==> src/rtl/multicycle_logic_unit_pkg.sv <==
// Shared types for the multicycle logic unit: operation codes and FSM states.
package multicycle_logic_unit_pkg;

  typedef enum logic [2:0] {
    OP_AND  = 3'b000,
    OP_OR   = 3'b001,
    OP_XOR  = 3'b010,
    OP_NAND = 3'b011,
    OP_NOR  = 3'b100,
    OP_XNOR = 3'b101,
    OP_ANDN = 3'b110,
    OP_ORN  = 3'b111
  } op_e;

  typedef enum logic [1:0] {
    ST_IDLE = 2'd0,
    ST_RUN  = 2'd1,
    ST_DONE = 2'd2
  } state_e;

  // Slice counter width: ceil(log2(n)), never narrower than one bit.
  function automatic int cnt_width(input int n);
    return (n > 1) ? $clog2(n) : 1;
  endfunction

endpackage

==> src/rtl/multicycle_logic_unit_bit_logic_slice.sv <==
// Combinational bitwise operator applied to one SLICE-wide chunk of the operands.
module bit_logic_slice
  import multicycle_logic_unit_pkg::*;
#(
  parameter int SLICE = 8
) (
  input  logic [SLICE-1:0] a,
  input  logic [SLICE-1:0] b,
  input  op_e              op,
  output logic [SLICE-1:0] y
);

  // Select the bitwise function for this slice.
  always_comb begin
    y = '0;
    case (op)
      OP_AND:  y = a & b;
      OP_OR:   y = a | b;
      OP_XOR:  y = a ^ b;
      OP_NAND: y = ~(a & b);
      OP_NOR:  y = ~(a | b);
      OP_XNOR: y = ~(a ^ b);
      OP_ANDN: y = a & ~b;
      OP_ORN:  y = a | ~b;
      default: y = '0;
    endcase
  end

endmodule

==> src/rtl/multicycle_logic_unit.sv <==
// Bitwise logic unit that processes its operands one SLICE per clock.
//
// state   | meaning
// --------+---------------------------------------------------------
// IDLE    | waiting for ctrl_start
// RUN     | one slice per edge; last slice loads the result
// DONE    | result valid, one-cycle ready pulse; may accept next start
module multicycle_logic_unit
  import multicycle_logic_unit_pkg::*;
#(
  parameter int WIDTH = 32,
  parameter int SLICE = 8
) (
  input  logic             clock,
  input  logic             reset,
  input  logic             ctrl_start,
  input  logic [2:0]       op,
  input  logic [WIDTH-1:0] data_operandA,
  input  logic [WIDTH-1:0] data_operandB,
  output logic [WIDTH-1:0] data_result,
  output logic             data_resultRDY,
  output logic             data_zero,
  output logic             busy
);

  localparam int N  = (SLICE > 0) ? (WIDTH / SLICE) : 1;
  localparam int CW = cnt_width(N);
  localparam logic [CW-1:0] LAST = CW'(N - 1);

  if (SLICE < 1 || (WIDTH % SLICE) != 0) begin : g_bad_params
    $error("multicycle_logic_unit: WIDTH must be a positive multiple of SLICE");
  end

  state_e           state_q, state_d;
  logic             load, step, finish;
  logic [CW-1:0]    cnt_q;
  op_e              op_q;
  logic [WIDTH-1:0] a_q, b_q, acc_q, acc_d;
  logic [WIDTH-1:0] result_q;
  logic             zero_q;
  logic [SLICE-1:0] a_slice, b_slice, r_slice;

  // State register.
  always_ff @(posedge clock or posedge reset) begin
    if (reset) state_q <= ST_IDLE;
    else       state_q <= state_d;
  end

  // Next-state decode and datapath strobes.
  always_comb begin
    state_d = state_q;
    load    = 1'b0;
    step    = 1'b0;
    finish  = 1'b0;
    case (state_q)
      ST_IDLE: begin
        if (ctrl_start) begin
          load    = 1'b1;
          state_d = ST_RUN;
        end
      end
      ST_RUN: begin
        step = 1'b1;
        if (cnt_q == LAST) begin
          finish  = 1'b1;
          state_d = ST_DONE;
        end
      end
      ST_DONE: begin
        if (ctrl_start) begin
          load    = 1'b1;
          state_d = ST_RUN;
        end else begin
          state_d = ST_IDLE;
        end
      end
      default: state_d = ST_IDLE;
    endcase
  end

  // Pick the operand slice addressed by the counter.
  always_comb begin
    a_slice = '0;
    b_slice = '0;
    for (int i = 0; i < N; i++) begin
      if (cnt_q == CW'(i)) begin
        a_slice = a_q[i*SLICE +: SLICE];
        b_slice = b_q[i*SLICE +: SLICE];
      end
    end
  end

  bit_logic_slice #(.SLICE(SLICE)) u_slice (
    .a  (a_slice),
    .b  (b_slice),
    .op (op_q),
    .y  (r_slice)
  );

  // Accumulator with the current slice result merged in; on the last slice this is the full result.
  always_comb begin
    acc_d = acc_q;
    for (int i = 0; i < N; i++) begin
      if (cnt_q == CW'(i)) acc_d[i*SLICE +: SLICE] = r_slice;
    end
  end

  // Operand latch, slice counter, accumulator and result registers.
  always_ff @(posedge clock or posedge reset) begin
    if (reset) begin
      op_q     <= OP_AND;
      a_q      <= '0;
      b_q      <= '0;
      cnt_q    <= '0;
      acc_q    <= '0;
      result_q <= '0;
      zero_q   <= 1'b0;
    end else begin
      if (load) begin
        op_q  <= op_e'(op);
        a_q   <= data_operandA;
        b_q   <= data_operandB;
        cnt_q <= '0;
      end else if (step) begin
        acc_q <= acc_d;
        // Counter parks on the last slice rather than wrapping.
        if (!finish) cnt_q <= cnt_q + CW'(1);
      end
      if (finish) begin
        result_q <= acc_d;
        zero_q   <= (acc_d == '0);
      end
    end
  end

  assign data_result    = result_q;
  assign data_zero      = zero_q;
  assign data_resultRDY = (state_q == ST_DONE);
  assign busy           = (state_q == ST_RUN);

endmodule
==> config.mk <==
export PLATFORM = sky130hd
export DESIGN_NAME = multicycle_logic_unit
export DESIGN_NICKNAME = d
export VERILOG_FILES = /design/src/rtl/multicycle_logic_unit_pkg.sv /design/src/rtl/multicycle_logic_unit_bit_logic_slice.sv /design/src/rtl/multicycle_logic_unit.sv
export SDC_FILE = /design/constraint.sdc
export NUM_CORES = 1
export LEC_CHECK = 0
export CAP_MARGIN = 15
export CORE_ASPECT_RATIO = 2
export CORE_UTILIZATION = 56
export CTS_BUF_LIST = sky130_fd_sc_hd__clkbuf_4 sky130_fd_sc_hd__clkbuf_8
export DETAILED_ROUTE_END_ITERATION = 8
export HOLD_SLACK_MARGIN = 0.08
export PLACE_DENSITY = 0.83
export RECOVER_POWER = 25
export SYNTH_ARGS = -nofsm -noshare
export SYNTH_HDL_FRONTEND = slang
export SYNTH_SLANG_ARGS = --single-unit
==> constraint.sdc <==
create_clock -name clock -period 4.6 [get_ports clock]
set_input_delay 0.46 -clock clock [delete_from_list [all_inputs] [get_ports clock]]
set_output_delay 0.46 -clock clock [all_outputs]
set_load 0.02 [all_outputs]
==> results by group, run 1 <==
Logic synthesis
  – Number of synthesized flops with an enable pin: 0
  – Synth Net Count: 713
  – Area leader, netlist: dfrtp_1
  – Synth top area share: 0.490
  – Dominant synthesized flop cell: dfrtp_1
  – Commonest cells post-synth: dfrtp_1 (128), nand2_1 (86), mux2_2 (75)
  – Most frequent cell after synthesis: dfrtp_1
  – Register bit total from synthesis: 128
  – Syn avg cell area: 10.5 sq um
  – Synth area leaders: dfrtp_1 (49%), mux2_2 (13%), o21ai_0 (5.2%), nand2_1 (4.9%), ha_1 (3.4%)
  – Warnings, synthesis: 0
  – Sequential area share after synthesis: 0.490
  – Mapped Cells: 625
  – Post-synthesis cell area: 6540 sq um
  – Count of different cell masters after synthesis: 56
  – Ys async rst share: 1.00

Timing
  – Slew HR: -0.790
  – Max-slew violation count: 131
  – Final Hold Viols: 0
  – Clock period minus worst slack: 4.10 ns
  – Worst-Margin Slew: 2.67 ns
  – Endpoints failing setup: 0
  – Setup Skew: 0.0127 ns
  – RSZ-0062 raised after global routing: no
  – Crit share post-route: 0.892
  – Final TNS setup: 0 ns
  – Hold WS: 0.476 ns
  – Fmax achieved: 244 MHz

GRT
  – Largest net degree at the start of global routing: 66
  – Congestion Overflow GR: 0
  – Initial antenna violation count: 0
  – GRT Total Usage: 0.295
  – First-pass GRT wire length: 27000 um
  – Vias in the first global route: 5493

Worst setup path
  – Critical Path Fanout Max: 26
  – Arrival time at the worst endpoint: 4.45 ns
  – Crit. End Element: register
  – CP Data Required Time: 4.95 ns
  – CP Class: register to register
  – CP Launch Type: register

Power
  – Leak: 3.44 nW
  – Peak VDD IR: 0.000508 V
  – P per Cell Area: 904 nW/um^2

Route
  – Via count: 5154
  – Met3 Wirelength: 638 um
  – M1 wire length: 5590 um
  – Iter 0 DRT Violations: 322
  – DRT antenna net count: 0
  – Vias per cell: 5.92
  – Drt pass-1 iters: 4
  – Routed WL per cell: 18.9 um
  – Drt total wl: 16400 um
  – Routed met2 length: 9150 um
  – Drt drc: 0
  – Top Metal Used: met4

Clock tree
  – CTS Sinks: 128
  – Clock Path Buffers: 2
  – TritonCTS buffer count: 17
  – Clock Root Buffer: clkbuf_8
  – Worst skew pair latency: 0.45 ns
  – Htree depth: 4
  – Hold_buf cts: 0
  – Worst-path clk slew: 0.07 ns
  – TritonCTS clock tree: done

Final layout
  – Fillers: 860
  – Non-filler cells, final: 870
  – Area of the multi-input gates: 3080 sq um
  – Fraction of layout cells with a size suffix above 1: 0.190
  – N_diodes: 0
  – Final core utilization: 0.713
  – Final net count: 804
  – Finished Cell Area: 8090 sq um
  – Syn-to-layout area delta: 23.8%
  – Reg area: 3200 sq um

Placed design
  – Inst Count DP: 839
  – Post-DP HPWL: 12500 um
  – Placed cell areas: 7690 sq um
  – Placer Congestion: 0.883
  – Port bufs: 104

Die
  – DIE AREA: 12100 sq um
  – Starting Density: 0.576
  – Row cnt: 55
  – Core area: 11400 sq um
  – IO Count: 105
  – Die H: 155 um
  – Die Wd: 78.4 um

Min path
  – Worst min-delay path category: register to register

Outcome
  – Violated checks: max-capacitance violations, max-slew violations
  – Outcome: finished with violations

Run
  – Max Cap Viol: 2
[layer usage]
metal,up-vias,global-route usage
met5,-,0
met4,0,0.191
li1,2402,-
met2,195,0.538
met1,2484,0.298
met3,73,0.0584
[metrics by stage]
| stage | total power, mW | setup slack (ns) |
|---|---|---|
| 2_1_floorplan | 4.91 | 0.727 |
| 3_3_place_gp | 6.06 | 0.529 |
| 3_5_place_dp | 6.25 | 0.405 |
| 4_1_cts | 7.30 | 0.376 |
| 5_1_grt | 7.83 | 0.185 |
| 6_report | 7.32 | 0.497 |
[layout make-up]
type                       instances  area share
sequential                       128       0.396
clock inverter                    14      0.0237
timing repair buffer             119       0.142
clock buffer                      17      0.0289
inverter                          14     0.00665
multi-input combinational        436       0.381
tap                              142      0.0220
[cells in the final DEF, fill, tap and decap left out, types with 4 or more instances in the layout]
| master | instances |
|---|---|
| a211oi_1 | 10 |
| a21o_1 | 5 |
| a21oi_1 | 12 |
| a22oi_1 | 5 |
| buf_4 | 14 |
| bufinv_16 | 4 |
| clkbuf_8 | 17 |
| clkdlybuf4s50_1 | 103 |
| clkinvlp_4 | 4 |
| dfrtp_1 | 128 |
| ha_1 | 18 |
| inv_1 | 11 |
| mux2_2 | 75 |
| mux2i_1 | 10 |
| nand2_1 | 86 |
| nand2b_1 | 6 |
| nand3b_1 | 4 |
| nor2_1 | 37 |
| nor2b_1 | 7 |
| nor3b_1 | 5 |
| o21a_1 | 11 |
| o21ai_0 | 68 |
| o22ai_1 | 16 |
| o31ai_1 | 7 |
[what timing repair did]
item                                    4_1_cts  5_1_grt
endpoints found under the setup margin        0        1
gates resized for setup                       0        1
buffers inserted                              0        0
[worst max-delay path, stage by stage, from the launching register on]
cell       delay [ns]
dfrtp_1          0.41
inv_1            0.12
ha_1             0.42
buf_4            0.34
nor2_1           0.10
a21oi_1          0.12
nor2_1           0.06
a21oi_1          0.17
nor2_1           0.08
a21o_1           0.20
ha_1             0.32
mux2i_1          0.14
a21oi_1          0.13
o21ai_2          0.46
and3_1           0.23
a31oi_1          0.07
a2111oi_2        0.25
nand4_1          0.14
o31ai_1          0.24
[sequential cells by signal, summed over array words and instances, names as in the netlist]
name,cells
data_zero,1
state_q,2
op_q,3
cnt_q,2
data_result,32
b_q,32
a_q,32
acc_q,24
[logic make-up (layout without fill, tap and decap cells)]
group                      Yosys count  count (layout)  synth area share
and+or+nand+nor                    165             165             0.113
adders and majority gates           18              18            0.0345
muxes                               88              88             0.153
buffers and inverters               61             164            0.0389
DFF                                128             128             0.490
AOI/OAI and AO/OA                  164             164             0.170
xor gates and xnor gates             1               1           0.00134
[worst paths after layout]
check | cells past startpoint | to | startpoint | slack (ns)
setup reg to reg | 18 | data_zero | cnt_q[1] | 0.50
hold reg to reg | 2 | data_result[15] | data_result[15] | 0.48
setup / recovery | 18 | data_zero | cnt_q[1] | 0.50
max in group asynchronous | 3 | a_q[25] | reset | 0.95
hold / removal | 2 | data_result[15] | data_result[15] | 0.48
min in group asynchronous | 2 | b_q[1] | reset | 1.21
[power by group]
part / total, mW / internal, mW / switching [mW]
clock network: 1.04 / 0.586 / 0.458
logic: 4.17 / 1.84 / 2.33
registers: 2.11 / 1.67 / 0.437
total: 7.32 / 4.10 / 3.22
No activity file was read; power rests on OpenSTA's default activity.
==> run 2, diff against run 1 <==
--- a/config.mk
+++ b/config.mk
@@ -10,8 +10,7 @@
 export CORE_UTILIZATION = 56
 export CTS_BUF_LIST = sky130_fd_sc_hd__clkbuf_4 sky130_fd_sc_hd__clkbuf_8
 export DETAILED_ROUTE_END_ITERATION = 8
-export HOLD_SLACK_MARGIN = 0.08
-export PLACE_DENSITY = 0.83
+export PLACE_DENSITY_LB_ADDON = 0.12
 export RECOVER_POWER = 25
 export SYNTH_ARGS = -nofsm -noshare
 export SYNTH_HDL_FRONTEND = slang
==> run 2 against run 1 <==
Against the previous run:
- the run still ends with max-capacitance violations, max-slew violations left
- sequential power about the same
- count of clock-buffer cells in the layout up 3
- power up 1.3%
- clock skew down 0.0012 ns
- wire length up 4.7%
- flip-flop and latch count unchanged
- sequential share of layout area down 0.23 points
- critical endpoint unchanged
- core utilization up 0.41 points
- final cell count up 0.23%
- combinational power up 1%
- non-clock buffer count up 1
==> results by group, run 2 (same netlist as run 1, synthesis figures left out) <==
GRT
  – Congestion Overflow GR: 0
  – Largest net degree at the start of global routing: 66
  – Vias in the first global route: 5390
  – Initial antenna violation count: 0
  – First-pass GRT wire length: 27700 um
  – GRT Total Usage: 0.308

Die
  – DIE AREA: 12100 sq um
  – Starting Density: 0.576
  – Die Wd: 78.4 um
  – Core area: 11400 sq um
  – IO Count: 105
  – Row cnt: 55
  – Die H: 155 um

Route
  – Iter 0 DRT Violations: 196
  – DRT antenna net count: 0
  – Routed WL per cell: 19.7 um
  – Drt total wl: 17200 um
  – Drt pass-1 iters: 5
  – Via count: 5024
  – Vias per cell: 5.76
  – Drt drc: 0

Worst setup path
  – CP Data Required Time: 4.95 ns
  – WP buf/inv: 2
  – CP Class: register to register
  – Crit. End Element: register
  – CP Launch Type: register
  – Critical Path Fanout Max: 16
  – Worst reg2reg path startpoint: cnt_q[1]
  – CP Cell Sequence: inv_1 > ha_1 > buf_4 > and3b_1 > a211oi_1 > nor2_1 > ha_1 > mux2_2 > a22o_1 > a221oi_4 > a31oi_1 > nor2_1 > nand4_1 > o31ai_1
  – Max stage delay on crit path: 0.50 ns
  – Critical path's slowest cell: ha_1
  – Worst path top cell family by delay: compound AO/OA/AOI/OAI gates
  – Critical path origin: cnt_q[1]
  – Arrival time at the worst endpoint: 4.57 ns

Timing
  – Final TNS setup: 0 ns
  – Worst-Margin Slew: 2.76 ns
  – Crit share post-route: 0.916
  – RSZ-0062 raised after global routing: no
  – Hold WS: 0.477 ns
  – Slew HR: -0.851
  – Final Hold Viols: 0
  – Setup Skew: 0.0115 ns
  – Max-slew violation count: 131
  – Fmax achieved: 237 MHz
  – Endpoints failing setup: 0
  – Clock period minus worst slack: 4.21 ns

Run
  – Max Cap Viol: 2

Clock tree
  – Clock Path Buffers: 2
  – TritonCTS buffer count: 17
  – Clock Root Buffer: clkbuf_8
  – Cts repair resizes: 0
  – CTS Sinks: 128
  – Worst-path clk slew: 0.08 ns
  – Hold_buf cts: 0
  – TritonCTS clock tree: done
  – Post CTS Setup Buffer Count: 0
  – Worst skew pair latency: 0.44 ns
  – Htree depth: 4

Final layout
  – Syn-to-layout area delta: 24.5%
  – N_diodes: 0
  – Finished Cell Area: 8140 sq um
  – Area of the multi-input gates: 3100 sq um
  – Final core utilization: 0.717
  – Fraction of layout cells with a size suffix above 1: 0.193
  – Reg area: 3200 sq um
  – Fillers: 895
  – Most frequent cells in the layout: dfrtp_1 (128), clkdlybuf4s50_1 (103), nand2_1 (86)
  – Most common cell after layout, fill and taps aside: dfrtp_1
  – Final net count: 805
  – Non-filler cells, final: 872

Placed design
  – Placer Congestion: 0.850
  – Port bufs: 104
  – Inst Count DP: 840
  – Post-DP HPWL: 12900 um
  – Placed cell areas: 7700 sq um

Power
  – P per Cell Area: 911 nW/um^2
  – Peak VDD IR: 0.000547 V
  – Leak: 3.47 nW

Min path
  – Worst min-delay path category: register to register
  – Hold wc startpoint: data_result[3]

Outcome
  – Violated checks: max-capacitance violations, max-slew violations
  – Outcome: finished with violations
run 2: worst paths after layout:
| kind | endpoint | slack (ns) | depth (start not counted) |
|---|---|---|---|
| max | data_zero | 0.39 | 14 |
| min | data_result[3] | 0.48 | 1 |
| max reg2reg | data_zero | 0.39 | 14 |
| min reg2reg | data_result[3] | 0.48 | 1 |
| max in group asynchronous | acc_q[18] | 0.86 | 3 |
| min in group asynchronous | a_q[19] | 1.24 | 2 |
run 2: cell type report:
cell class,instances,area share
clock buffer,20,0.0338
clock inverter,12,0.0221
inverter,14,0.00661
multi-input combinational,436,0.380
sequential,128,0.393
tap,142,0.0218
timing repair buffer,120,0.142
run 2: routing by layer:
layer  part of all wire  track usage
met3              0.026       0.0431
met1               0.36        0.317
met2               0.58        0.589
met4              0.037        0.156
met5                  0            0
run 2: power by group:
group | leakage [nW] | switching (mW) | internal, mW | total (mW)
logic | 1.69 | 2.38 | 1.84 | 4.22
clock network | 0.226 | 0.464 | 0.637 | 1.10
registers | 1.55 | 0.421 | 1.67 | 2.09
run 2: stage by stage:
step | worst slack (ns) | power [mW]
after floorplan | 0.727 | 4.91
after global placement | 0.463 | 6.12
after detailed placement | 0.364 | 6.28
after CTS | 0.325 | 7.41
after global routing | 0.0851 | 7.92
final | 0.387 | 7.42
==> run 3, diff against run 2 <==
--- a/config.mk
+++ b/config.mk
@@ -10,8 +10,9 @@
 export CORE_UTILIZATION = 56
 export CTS_BUF_LIST = sky130_fd_sc_hd__clkbuf_4 sky130_fd_sc_hd__clkbuf_8
 export DETAILED_ROUTE_END_ITERATION = 8
-export PLACE_DENSITY_LB_ADDON = 0.12
+export PLACE_DENSITY = 0.83
 export RECOVER_POWER = 25
+export SKIP_CTS_REPAIR_TIMING = 1
 export SYNTH_ARGS = -nofsm -noshare
 export SYNTH_HDL_FRONTEND = slang
 export SYNTH_SLANG_ARGS = --single-unit
==> results of run 3 <==
No change in the layout: final DEF, timing and power equal those of run 1.
